<file path="config.mk">
export PLATFORM = sky130hd
export DESIGN_NAME = pipe_sel_mux_flat
export DESIGN_NICKNAME = d
export VERILOG_FILES = /design/src/rtl/pipe_sel_mux_if.sv /design/src/rtl/pipe_sel_mux.sv /design/src/flat_wrapper.sv
export SDC_FILE = /design/constraint.sdc
export NUM_CORES = 1
export LEC_CHECK = 0
export ABC_AREA = 0
export CAP_MARGIN = 20
export CORE_MARGIN = 5
export CORE_UTILIZATION = 32
export CTS_CLUSTER_SIZE = 28
export DETAILED_ROUTE_END_ITERATION = 10
export GPL_ROUTABILITY_DRIVEN = 0
export GPL_TIMING_DRIVEN = 0
export PLACE_DENSITY = 0.77
export SLEW_MARGIN = 20
export SYNTH_ARGS = -nofsm -noshare
export SYNTH_HDL_FRONTEND = slang
export SYNTH_SLANG_ARGS = --single-unit
export TNS_END_PERCENT = 1
</file>
<file path="constraint.sdc">
create_clock -name Clk -period 2.1 [get_ports Clk]
set_clock_uncertainty 0.15 [all_clocks]
set_input_delay 0.315 -clock Clk [delete_from_list [all_inputs] [get_ports Clk]]
set_output_delay 0.315 -clock Clk [all_outputs]
set_load 0.05 [all_outputs]
</file>
<file path="src/rtl/pipe_sel_mux_if.sv">
// Handshake bundle for pipe_sel_mux: flattened inputs, select, and both valid/ready pairs.
// Latency: none, wires only.
// Backpressure: the slave drives in_ready; the master drives out_ready.
interface pipe_sel_mux_if #(
  parameter int WIDTH  = 32,
  parameter int NUM_IN = 4,
  parameter int SEL_W  = 2
);
  logic [NUM_IN*WIDTH-1:0] in_data;
  logic [SEL_W-1:0]        sel;
  logic                    in_valid;
  logic                    in_ready;
  logic                    flush;
  logic [WIDTH-1:0]        out_data;
  logic                    out_valid;
  logic                    out_ready;

  // Producer/consumer side (drives inputs, observes outputs)
  modport master (
    output in_data, sel, in_valid, flush, out_ready,
    input  in_ready, out_data, out_valid
  );

  // Mux side
  modport slave (
    input  in_data, sel, in_valid, flush, out_ready,
    output in_ready, out_data, out_valid
  );
endinterface

</file>
<file path="src/rtl/pipe_sel_mux.sv">
// Registered N-to-1 select mux with a transfer counter and optional sticky bad-select flag.
// Latency: 1 cycle from accept to out_valid/out_data; sel >= NUM_IN loads zeros.
// Backpressure: in_ready = (!out_valid || out_ready) && !flush; held data stays stable.
// Optional feature macro: PIPE_SEL_MUX_SEL_ERR_EN builds the sticky sel_err register.
module pipe_sel_mux #(
  parameter int WIDTH  = 32,
  parameter int NUM_IN = 4,
  parameter int SEL_W  = 2,
  parameter int CNT_W  = 16
) (
  input  logic             Clk,
  input  logic             Rst,
  pipe_sel_mux_if.slave    bus,
  output logic [CNT_W-1:0] xfer_cnt,
  output logic             sel_err
);

  logic [WIDTH-1:0] out_data_q, out_data_d;
  logic             out_valid_q, out_valid_d;
  logic [CNT_W-1:0] xfer_cnt_q, xfer_cnt_d;
  logic [WIDTH-1:0] sel_data;
  logic             sel_oob;
  logic             in_ready;
  logic             accept;

  // Ready only when the output slot is free or draining this cycle; flush blocks new entries.
  always_comb begin
    in_ready = (!out_valid_q || bus.out_ready) && !bus.flush;
    accept   = bus.in_valid && in_ready;
  end

  // Select the indexed input; out-of-range indices yield zeros.
  always_comb begin
    sel_data = '0;
    sel_oob  = (int'(bus.sel) >= NUM_IN);
    for (int k = 0; k < NUM_IN; k++) begin
      if (int'(bus.sel) == k) begin
        sel_data = bus.in_data[k*WIDTH +: WIDTH];
      end
    end
  end

  // Next-state for the output slot and the transfer counter.
  always_comb begin
    out_data_d  = out_data_q;
    out_valid_d = out_valid_q;
    xfer_cnt_d  = xfer_cnt_q;
    if (bus.flush) begin
      out_valid_d = 1'b0;
    end else if (accept) begin
      out_valid_d = 1'b1;
      out_data_d  = sel_data;
      xfer_cnt_d  = xfer_cnt_q + 1'b1;
    end else if (bus.out_ready) begin
      out_valid_d = 1'b0;
    end
  end

  // State registers; reset wins over accept and flush.
  always_ff @(posedge Clk) begin
    if (Rst) begin
      out_data_q  <= '0;
      out_valid_q <= 1'b0;
      xfer_cnt_q  <= '0;
    end else begin
      out_data_q  <= out_data_d;
      out_valid_q <= out_valid_d;
      xfer_cnt_q  <= xfer_cnt_d;
    end
  end

`ifdef PIPE_SEL_MUX_SEL_ERR_EN
  logic sel_err_q, sel_err_d;

  // Sticky flag: any accepted out-of-range select latches it until reset.
  always_comb begin
    sel_err_d = sel_err_q || (accept && sel_oob);
  end

  // Flag register.
  always_ff @(posedge Clk) begin
    if (Rst) begin
      sel_err_q <= 1'b0;
    end else begin
      sel_err_q <= sel_err_d;
    end
  end

  assign sel_err = sel_err_q;
`else
  // Flag disabled: tie off; the out-of-range zero-data behaviour is kept above.
  logic unused_oob;
  assign unused_oob = sel_oob;
  assign sel_err    = 1'b0;
`endif

  assign bus.in_ready  = in_ready;
  assign bus.out_data  = out_data_q;
  assign bus.out_valid = out_valid_q;
  assign xfer_cnt      = xfer_cnt_q;

endmodule

</file>
<file path="src/flat_wrapper.sv">
// flat-port wrapper written by rule: the top's interface ports become plain ports
module pipe_sel_mux_flat 
#(
  parameter int WIDTH  = 32,
  parameter int NUM_IN = 4,
  parameter int SEL_W  = 2,
  parameter int CNT_W  = 16
)
  (Clk, Rst, xfer_cnt, sel_err, bus_in_data, bus_sel, bus_in_valid, bus_flush, bus_out_ready, bus_in_ready, bus_out_data, bus_out_valid);
  pipe_sel_mux_if #(.WIDTH(WIDTH), .NUM_IN(NUM_IN), .SEL_W(SEL_W)) bus_i ();
  input  logic Clk;
  input  logic Rst;
  output logic [CNT_W-1:0] xfer_cnt;
  output logic sel_err;
  input wire logic [$bits(bus_i.in_data)-1:0] bus_in_data;
  input wire logic [$bits(bus_i.sel)-1:0] bus_sel;
  input wire logic [$bits(bus_i.in_valid)-1:0] bus_in_valid;
  input wire logic [$bits(bus_i.flush)-1:0] bus_flush;
  input wire logic [$bits(bus_i.out_ready)-1:0] bus_out_ready;
  output wire logic [$bits(bus_i.in_ready)-1:0] bus_in_ready;
  output wire logic [$bits(bus_i.out_data)-1:0] bus_out_data;
  output wire logic [$bits(bus_i.out_valid)-1:0] bus_out_valid;
  assign bus_i.in_data = bus_in_data;
  assign bus_i.sel = bus_sel;
  assign bus_i.in_valid = bus_in_valid;
  assign bus_i.flush = bus_flush;
  assign bus_i.out_ready = bus_out_ready;
  assign bus_in_ready = bus_i.in_ready;
  assign bus_out_data = bus_i.out_data;
  assign bus_out_valid = bus_i.out_valid;
  pipe_sel_mux #(.WIDTH(WIDTH), .NUM_IN(NUM_IN), .SEL_W(SEL_W), .CNT_W(CNT_W)) u_core (.Clk(Clk), .Rst(Rst), .bus(bus_i), .xfer_cnt(xfer_cnt), .sel_err(sel_err));
endmodule
</file>
==> flow_summary.toml <==
[synthesis]
syn_area_um2 = 2650
ys_warn_count = 0
synth-seq-cells = 49
ys_types = 29
synth_fp_nets = 410
syn_avg_cell_area_um2 = 9.67
syn_inst = 274
yosysSeqAreaShare = 0.370

[cells_and_area]
drive_gt1_frac = 0.134
area_growth_pct = 80.5
design_area_um2 = 4780
antennaDiodeCount = 0
nets = 599

[clocking]
clock_sinks = 49
clk_latency_ns = 0.30
htree_levels = 2
cts_root_buffer = "clkbuf_8"
numCtsBuffers = 5
clk_path_buf_depth = 2
holdBufCountCts = 0
cts_tree = "built"
clkSlewWorstSetupHoldPaths_ns = 0.10

[power_and_ir_drop]
power.total_mw = 2.51
switching_power_mw = 0.666
clock_power_share = 0.317
pwr-share-comb = 0.291
vdd_drop_max_mv = 0.273
power.share.sequential = 0.393
cellPowerDensity_nw_per_um2 = 525
p_sw_frac = 0.265
p_int_mw = 1.85
leakagePower_nw = 1.70

[routing]
via_per_inst = 4.98
wl_per_cell_um = 17.1
drt-initial-drc-count = 50
drcViolationCount = 0
wl_um = 9710
num_vias = 2836
firstDrtPassIters = 4
ant_nets = 0

[min_path]
hp-class = "in -> reg"
hold_depth = 2
hp-start = "bus_flush"
hold_end = "u_core.bus.out_valid"

[die]
row_count = 33
die_y_um = 101
core_um2 = 8130
fp.dieArea_um2 = 10200
io_pins = 186
start_util = 0.326
die_w_um = 101

[timing]
min_period_ns = 2.15
fin_ws_ns = -0.0518
hold_viol_final = 0
setup_tns_ns = -0.0518
slew_headroom = 0.605
setup_viol = 1
fin_crit_sh = 1.02
slew_violations = 0
worst_slew_pin_slew_ns = 0.593
grt_setup_unrepaired = "yes"
fmax_ghz = 0.465

[global_route]
grt_first_pass_wirelength_um = 14700
antenna_found_initial = 0
grt_max_degree = 16
grtUsageTotal = 0.187
grt_pass1_vias = 2966
overflow = 0

[run_status]
violations = "negative setup slack"
status = "finished, violations left"

[setup_path]
r2r_slack_ns = -0.01
path_class = "in -> reg"
r2r_start = "u_core.bus.out_valid"
r2r-end = "u_core.xfer_cnt[14]"
cp-start-kind = "input port"
reg2reg_depth = 5
cp_max_fo = 10
max_stage_delay_ns = 0.60
crit_required_ns = 2.18
crit_path_end_kind = "flip-flop"
critPathMostFrequentCell = "or4_4"
path_cells = "clkdlybuf4s50_1, nor2b_1, buf_6, or4_4, or4_4, a21oi_2"
critical_path_cell_count = 6
path_buf_inv = 2
critPathTopFamily = "simple AND/OR/NAND/NOR gates"
crit_slowest_cell = "or4_4"
cp.arrival_ns = 2.23

[placement]
dp_hpwl_um = 8310
dpl-instance-area_um2 = 4630
port_buffers = 183

[run]
maxCapViolCount = 0
-- cell families after synthesis --
group / Yosys count / share of synthesized area
AND/OR/NAND/NOR: 108 / 0.185
adder cells (fa/ha/maj): 1 / 0.00472
AO/OA/AOI/OAI: 49 / 0.0935
flip-flops: 49 / 0.370
multiplexers: 33 / 0.276
other: 1 / 0.00142
XOR/XNOR: 6 / 0.0198
buffers and inverters: 27 / 0.0496
-- layer usage --
metal | global-route usage | up-vias | wire length, um
met5 | 0 | - | 0
met4 | 0.0675 | 0 | 306
met3 | 0.0664 | 22 | 875
met2 | 0.333 | 133 | 5080
met1 | 0.203 | 1320 | 3450
li1 | - | 1361 | -
-- metrics by stage --
step	hold slack [ns]	setup WS (ns)	utilization	std cells
floorplan	0.234	-0.0205	-	274
global placement	0.291	-0.505	0.569	562
detailed placement	0.296	-0.482	0.569	562
CTS	0.183	-0.0667	0.587	570
global route	0.187	-0.0721	0.588	569
finish	0.182	-0.0518	0.588	569
-- sequential cells by signal (all words and copies together), names as in the netlist --
signal / cells
u_core.bus.out_data: 32
u_core.bus.out_valid: 1
u_core.xfer_cnt: 16
-- layout by cell type (no fill, tap or decap), drive strengths merged, types with 3 or more instances in the layout --
cell / Yosys / layout
a21oi: 41 / 41
buf: 7 / 6
clkbuf: 17 / 22
clkdlybuf4s50: 0 / 177
dfxtp: 49 / 49
dlygate4sd2: 0 / 3
dlymetal6s2s: 0 / 3
inv: 3 / 3
mux4: 32 / 32
nand2: 69 / 69
nand3: 5 / 5
nand4: 3 / 3
nor2: 10 / 10
nor3: 3 / 3
o21ai: 7 / 7
or3: 6 / 6
or4: 3 / 3
xnor2: 6 / 6
-- cells in the mapped netlist, drive strengths merged --
master / count / share of area
nand2: 69 / 0.098
dfxtp: 49 / 0.37
a21oi: 41 / 0.077
mux4: 32 / 0.27
clkbuf: 17 / 0.024
nor2: 10 / 0.014
buf: 7 / 0.021
o21ai: 7 / 0.013
or3: 6 / 0.014
xnor2: 6 / 0.020
nand3: 5 / 0.0094
inv: 3 / 0.0042
nand4: 3 / 0.0071
nor3: 3 / 0.0057
or4: 3 / 0.0099
nor2b: 2 / 0.0047
nor4: 2 / 0.0047
and4: 1 / 0.0033
conb: 1 / 0.0014
ha: 1 / 0.0047
mux2: 1 / 0.0042
nand2b: 1 / 0.0052
nand4b: 1 / 0.0033
nor3b: 1 / 0.0028
o31ai: 1 / 0.0028
or2: 1 / 0.0024
-- cell type report --
type                            instances  area [um^2]
Sequential cell                        49          997
Fill cell                             716         3350
Timing Repair Buffer                  183         1840
Clock inverter                          3         65.1
Clock buffer                            5         68.8
Inverter                                3         11.3
Tap cell                              105          131
Multi-Input combinational cell        198         1550
Buffer                                 23          121
-- repair_timing --
| action | in CTS | in global routing |
|---|---|---|
| setup endpoints to repair | 15 | 21 |
| pin swaps | 1 | 1 |
| endpoints found under the hold margin | 0 | 0 |
| setup buffers | 0 | 0 |
| resized for setup | 7 | 9 |
-- power by group through the flow --
stage               sequential (mW)  combinational (mW)  clock, mW
finish                        0.986               0.731      0.796
global placement               1.01               0.724          0
detailed placement             1.01               0.737          0
global route                  0.992               0.775      0.860
floorplan                      1.14               0.224          0
CTS                           0.987               0.736      0.817
-- how the worst max path moves through the flow --
stage,startpoint,to
after CTS,bus_out_ready,u_core.xfer_cnt[14]
after floorplan,u_core.bus.out_valid,u_core.xfer_cnt[14]
after detailed placement,bus_flush,u_core.xfer_cnt[15]
after global placement,bus_flush,u_core.xfer_cnt[15]
after global routing,bus_out_ready,u_core.xfer_cnt[14]
final,bus_out_ready,u_core.xfer_cnt[14]
Note: power is estimated with default switching activity, not from simulation.
